--- src/rtl/hazard_ctrl_unit.sv ---
// Hazard controller for the 5-stage RV32I pipeline: load-use bubbles, EX branch
// redirect, EX operand forwarding, memory-wait freeze and stall/flush counters.
//
// state     | meaning
// S_IDLE    | no bubble in progress; load-use checked every cycle
// S_LU_WAIT | extra load-use bubble cycles remain (r_cnt down to 0)
module hazard_ctrl_unit #(
    parameter int WIDTH     = 32,
    parameter int LOAD_LAT  = 1,
    parameter int CNT_WIDTH = 16
) (
    input  logic                 clk,
    input  logic                 rst,
    input  logic [WIDTH-1:0]     instruction_d,
    input  logic [WIDTH-1:0]     instruction_ex,
    input  logic [WIDTH-1:0]     instruction_mem,
    input  logic [WIDTH-1:0]     instruction_wb,
    input  logic                 Br_eq,
    input  logic                 Br_lt,
    input  logic                 mem_busy,
    output logic                 PC_sel_ex,
    output logic                 Br_Un_ex,
    output logic                 stall_f,
    output logic                 stall_d,
    output logic                 freeze,
    output logic                 flush_d,
    output logic                 flush_ex,
    output logic [1:0]           fwd_a,
    output logic [1:0]           fwd_b,
    output logic [CNT_WIDTH-1:0] stall_cnt,
    output logic [CNT_WIDTH-1:0] flush_cnt
);
    localparam logic [6:0] OP_R      = 7'b0110011;
    localparam logic [6:0] OP_I      = 7'b0010011;
    localparam logic [6:0] OP_LOAD   = 7'b0000011;
    localparam logic [6:0] OP_STORE  = 7'b0100011;
    localparam logic [6:0] OP_BRANCH = 7'b1100011;
    localparam logic [6:0] OP_LUI    = 7'b0110111;
    localparam logic [6:0] OP_AUIPC  = 7'b0010111;
    localparam logic [6:0] OP_JAL    = 7'b1101111;
    localparam logic [6:0] OP_JALR   = 7'b1100111;
    localparam logic [1:0] LU_RELOAD = (LOAD_LAT > 1) ? 2'(LOAD_LAT - 2) : 2'd0;

    typedef enum logic {S_IDLE, S_LU_WAIT} state_t;

    state_t                r_state, w_state_nxt;
    logic [1:0]            r_cnt, w_cnt_nxt;
    logic [CNT_WIDTH-1:0]  r_stall_cnt, r_flush_cnt;

    logic [6:0] w_op_d, w_op_ex, w_op_mem, w_op_wb;
    logic [4:0] w_rs1_d, w_rs2_d, w_rs1_ex, w_rs2_ex, w_rd_ex, w_rd_mem, w_rd_wb;
    logic [2:0] w_f3_ex;
    logic       w_uses_rs2_d, w_lu_hit, w_taken, w_mem_fwd_ok, w_wb_fwd_ok;
    logic       w_unused_bits;

    function automatic logic f_writes_rd(input logic [6:0] op, input logic [4:0] rd);
        return (rd != 5'd0) && (op == OP_R || op == OP_I || op == OP_LOAD || op == OP_LUI ||
                                op == OP_AUIPC || op == OP_JAL || op == OP_JALR);
    endfunction

    assign w_op_d   = instruction_d[6:0];
    assign w_rs1_d  = instruction_d[19:15];
    assign w_rs2_d  = instruction_d[24:20];
    assign w_op_ex  = instruction_ex[6:0];
    assign w_rd_ex  = instruction_ex[11:7];
    assign w_f3_ex  = instruction_ex[14:12];
    assign w_rs1_ex = instruction_ex[19:15];
    assign w_rs2_ex = instruction_ex[24:20];
    assign w_op_mem = instruction_mem[6:0];
    assign w_rd_mem = instruction_mem[11:7];
    assign w_op_wb  = instruction_wb[6:0];
    assign w_rd_wb  = instruction_wb[11:7];
    assign w_unused_bits = ^{instruction_d[WIDTH-1:25], instruction_d[14:7],
                             instruction_ex[WIDTH-1:25], instruction_mem[WIDTH-1:12],
                             instruction_wb[WIDTH-1:12]};

    assign w_uses_rs2_d = (w_op_d == OP_R) || (w_op_d == OP_STORE) || (w_op_d == OP_BRANCH);
    assign w_lu_hit = (w_op_ex == OP_LOAD) && (w_rd_ex != 5'd0) &&
                      ((w_rd_ex == w_rs1_d) || (w_uses_rs2_d && (w_rd_ex == w_rs2_d)));

    always_comb begin
        w_taken  = 1'b0;
        Br_Un_ex = 1'b0;
        case (w_op_ex)
            OP_BRANCH: begin
                Br_Un_ex = (w_f3_ex[2:1] == 2'b11);
                case (w_f3_ex)
                    3'b000:         w_taken = Br_eq;
                    3'b001:         w_taken = !Br_eq;
                    3'b100, 3'b110: w_taken = Br_lt;
                    3'b101, 3'b111: w_taken = !Br_lt;
                    default:        w_taken = 1'b0;
                endcase
            end
            OP_JAL, OP_JALR: w_taken = 1'b1;
            default:         w_taken = 1'b0;
        endcase
    end

    assign PC_sel_ex = w_taken && !mem_busy && !rst;
    assign freeze    = mem_busy;

    // Loads in MEM have no result yet, so only WB may supply a load value.
    assign w_mem_fwd_ok = f_writes_rd(w_op_mem, w_rd_mem) && (w_op_mem != OP_LOAD);
    assign w_wb_fwd_ok  = f_writes_rd(w_op_wb, w_rd_wb);

    always_comb begin
        fwd_a = 2'b00;
        fwd_b = 2'b00;
        if (w_mem_fwd_ok && w_rd_mem == w_rs1_ex)     fwd_a = 2'b01;
        else if (w_wb_fwd_ok && w_rd_wb == w_rs1_ex)  fwd_a = 2'b10;
        if (w_mem_fwd_ok && w_rd_mem == w_rs2_ex)     fwd_b = 2'b01;
        else if (w_wb_fwd_ok && w_rd_wb == w_rs2_ex)  fwd_b = 2'b10;
    end

    always_ff @(posedge clk) begin
        if (rst) begin
            r_state <= S_IDLE;
            r_cnt   <= 2'd0;
        end else begin
            r_state <= w_state_nxt;
            r_cnt   <= w_cnt_nxt;
        end
    end

    always_comb begin
        w_state_nxt = r_state;
        w_cnt_nxt   = r_cnt;
        if (mem_busy) begin
            w_state_nxt = r_state;
        end else if (PC_sel_ex) begin
            w_state_nxt = S_IDLE;
            w_cnt_nxt   = 2'd0;
        end else begin
            case (r_state)
                S_IDLE: begin
                    if (w_lu_hit && LOAD_LAT > 1) begin
                        w_state_nxt = S_LU_WAIT;
                        w_cnt_nxt   = LU_RELOAD;
                    end
                end
                S_LU_WAIT: begin
                    if (r_cnt == 2'd0) w_state_nxt = S_IDLE;
                    else               w_cnt_nxt   = r_cnt - 2'd1;
                end
                default: w_state_nxt = S_IDLE;
            endcase
        end
    end

    always_comb begin
        stall_f  = 1'b0;
        stall_d  = 1'b0;
        flush_d  = 1'b0;
        flush_ex = 1'b0;
        if (!rst && !mem_busy) begin
            if (PC_sel_ex) begin
                flush_d  = 1'b1;
                flush_ex = 1'b1;
            end else if (r_state == S_LU_WAIT || w_lu_hit) begin
                stall_f  = 1'b1;
                stall_d  = 1'b1;
                flush_ex = 1'b1;
            end
        end
    end

    always_ff @(posedge clk) begin
        if (rst) begin
            r_stall_cnt <= '0;
            r_flush_cnt <= '0;
        end else begin
            if (stall_d && r_stall_cnt != '1) r_stall_cnt <= r_stall_cnt + CNT_WIDTH'(1);
            if (flush_d && r_flush_cnt != '1) r_flush_cnt <= r_flush_cnt + CNT_WIDTH'(1);
        end
    end

    assign stall_cnt = r_stall_cnt;
    assign flush_cnt = r_flush_cnt;
endmodule

--- config.mk ---
export PLATFORM = sky130hd
export DESIGN_NAME = hazard_ctrl_unit
export DESIGN_NICKNAME = d
export VERILOG_FILES = /design/src/rtl/hazard_ctrl_unit.sv
export SDC_FILE = /design/constraint.sdc
export NUM_CORES = 1
export LEC_CHECK = 0
export BUFFER_PORTS_ARGS = -buffer_cell sky130_fd_sc_hd__buf_2
export CAP_MARGIN = 15
export CELL_PAD_IN_SITES_DETAIL_PLACEMENT = 0
export CELL_PAD_IN_SITES_GLOBAL_PLACEMENT = 1
export CORE_UTILIZATION = 30
export CTS_CLUSTER_DIAMETER = 40
export DETAILED_ROUTE_END_ITERATION = 16
export PLACE_DENSITY = 0.95
export SLEW_MARGIN = 30
export SYNTH_ARGS = -nofsm -noshare
export SYNTH_HDL_FRONTEND = slang
export SYNTH_SLANG_ARGS = --single-unit
export TNS_END_PERCENT = 20
--- constraint.sdc ---
create_clock -name clk -period 3.5 [get_ports clk]
set_clock_uncertainty 0.05 [all_clocks]
set_input_delay 0.7 -clock clk [delete_from_list [all_inputs] [get_ports clk]]
set_output_delay 0.7 -clock clk [all_outputs]
set_load 0.01 [all_outputs]
==> results.cfg <==
[cells_and_area]
final_cell_mix = 113 x buf_2, 35 x dfxtp_1, 23 x nand3_1
diodes = 0
drive_gt1_frac = 0.347
synthToLayoutAreaGrowth_pct = 31.2
finish.instance_area_mm2 = 0.00321
final_nets = 547
final_common_cell = buf_2

[clock_tree]
tritoncts = done
h-tree-depth = 2
cts-buffers-inserted = 5
post_cts_buffers = 0
clkTransAtPathRegs_ps = 80
ctsResizeCount = 0
postCtsHoldBufs = 0
clock_latency_ps = 290
clockBufferDepth = 2
clockRootBuffer = clkbuf_8
clock_sinks = 35

[place]
place_area_mm2 = 0.00309
detailedPlacementHpwl_mm = 5.31
gp_routability_congestion = 0.794
portBuffers = 113

[synth]
async_flop_share = 0
synth-edff-count = 0
synthesis.nets = 437
synth_flop_cell = dfxtp_1
synth_cells = 301
syn_avg_cell_area_um2 = 8.12
netlist_area_mm2 = 0.00244
yosysSeqAreaShare = 0.287
ys_types = 48
ys_warn_count = 0
synth_seq_cells = 35

[worst_setup_path]
required_ps = 2750
cp_num_buf_inv = 2
path_delay_family = simple AND/OR/NAND/NOR gates
start_kind = input pin
end_kind = primary output
slowest_stage = or4_1
path_max_fanout = 5
arrival_ps = 2320
critical_path.max_stage_delay_ps = 520
worstPathCellList = buf_2, or4_1, o211a_1, or2_4, o211ai_1, nor2_1, buf_2
worst_path_most_repeated_cell = buf_2
critPathKind = input pin to primary output

[route]
vias = 2701
drt-pass1-iter-count = 4
wire_per_inst_um = 13.3
drc = 0
drtAntennaViolNets = 0
post_drt_via_cell_ratio = 5.25
drtIter0Drc = 58
totalWireLength_mm = 6.86

[floorplan]
fp.dieW_um = 92.3
dieArea_mm2 = 0.00851
core_mm2 = 0.00781
pin_count = 176
die_y_um = 92.3
start_util = 0.313
num_rows = 32

[global_route]
grt_overflow = 0
grt_pass1_vias = 2572
grt_usage = 0.165
grt_pass1_wl_mm = 11.4
grt_max_degree = 40
antenna_found_initial = 0

[timing]
hold_viol = 0
min_period_ps = 3070
setup_viol = 0
rsz0062_at_grt = no
slew_headroom = 0.521
period_share = 0.877
clock.fmax_mhz = 326
fin_setup_tns_ps = 0
maxSlewViolCount = 0
worstMarginPinSlew_ps = 718

[power]
powerDensity_mw_per_mm2 = 281
ir_worst_vdd_v = 0.000127
leakage_uw = 0.00137

[worst_hold_path]
hold_class = register to register

[run]
cap_violations = 0

[status]
status = finished clean
==> report_power, final <==
| part | switching [µW] | internal [µW] |
|---|---|---|
| combinational | 59.9 | 58.6 |
| sequential | 0.0929 | 398 |
| clock | 153 | 231 |
| total | 213 | 687 |
==> state kept, by name, indices dropped and copies added (netlist names) <==
signal,count
flush_cnt,16
r_cnt,2
r_state,1
stall_cnt,16
==> worst min-delay path, delay by kind of cell, from the launching register on <==
family         cells  cell delay, ps
AO/OA/AOI/OAI      2             120
flip-flops         1             330
==> synthesized netlist by cell type, types with 2 or more instances <==
master / instances / area, µm²
a21oi_1: 21 / 105
a31o_2: 2 / 17.5
a31oi_1: 2 / 12.5
and2_1: 3 / 18.8
and3_1: 5 / 31.3
and4_1: 5 / 43.8
buf_4: 3 / 22.5
buf_6: 2 / 22.5
clkbuf_1: 8 / 30.0
dfxtp_1: 35 / 701
ha_1: 3 / 37.5
inv_1: 10 / 37.5
mux2_2: 7 / 78.8
mux2i_1: 4 / 40.0
nand2_1: 15 / 56.3
nand3_1: 23 / 115
nand4_1: 8 / 50.1
nand4b_1: 3 / 26.3
nor2_1: 19 / 71.3
nor2b_1: 7 / 43.8
nor3_1: 17 / 85.1
nor3b_1: 2 / 15.0
nor4_1: 4 / 25.0
o211a_1: 2 / 20.0
o211ai_1: 2 / 15.0
o21ai_0: 6 / 30.0
o31ai_1: 13 / 97.6
or2_2: 2 / 12.5
or3_1: 4 / 25.0
or4_1: 16 / 120
xnor2_1: 16 / 140
xor2_1: 16 / 140
==> final timing paths <==
kind	startpoint	end	slack [ps]	depth (start not counted)
worst max register to register	stall_cnt[0]$_SDFFE_PP0P_	stall_cnt[4]$_SDFFE_PP0P_	1200	6
worst min-delay path	stall_cnt[10]$_SDFFE_PP0P_	stall_cnt[10]$_SDFFE_PP0P_	450	2
worst min register to register	stall_cnt[10]$_SDFFE_PP0P_	stall_cnt[10]$_SDFFE_PP0P_	450	2
worst max-delay path	instruction_ex[8]	stall_f	430	7
==> through the flow <==
step | hold slack, ps | power, µW | setup slack, ps | utilization | cells
after global routing | 474 | 943 | 335 | 0.411 | 514
after floorplan | 429 | 461 | 628 | - | 301
after global placement | 423 | 522 | 422 | 0.396 | 506
after detailed placement | 441 | 527 | 417 | 0.396 | 506
after CTS | 453 | 913 | 414 | 0.411 | 514
final | 450 | 900 | 430 | 0.411 | 514
==> cells by family (layout without fill, tap and decap cells) <==
logic type | count (synthesis) | count (layout) | synth area share
fa+ha+maj | 3 | 3 | 0.0154
compound gates | 56 | 56 | 0.158
buf+inv | 24 | 135 | 0.0476
xor+xnor | 32 | 32 | 0.115
mux | 11 | 11 | 0.0486
simple gates | 140 | 140 | 0.329
flops | 35 | 35 | 0.287
==> cell type report <==
class                      instances  area, µm²
inverter                          11       41.3
sequential                        35        701
timing repair buffer             116        588
tap                              102        128
clock inverter                     2       35.0
clock buffer                       6       82.6
fill                             831       4600
multi-input combinational        242       1630
==> metal layers <==
metal / wire length, µm / part of all wire / track usage / vias to the layer above
met1: 2970 / 0.43 / 0.192 / 1264
met4: 82 / 0.012 / 0.0508 / 0
li1: - / - / - / 1353
met2: 3380 / 0.49 / 0.297 / 77
met3: 419 / 0.061 / 0.0398 / 7
met5: 0 / 0 / 0 / -
(Power assumes the default switching activity.)
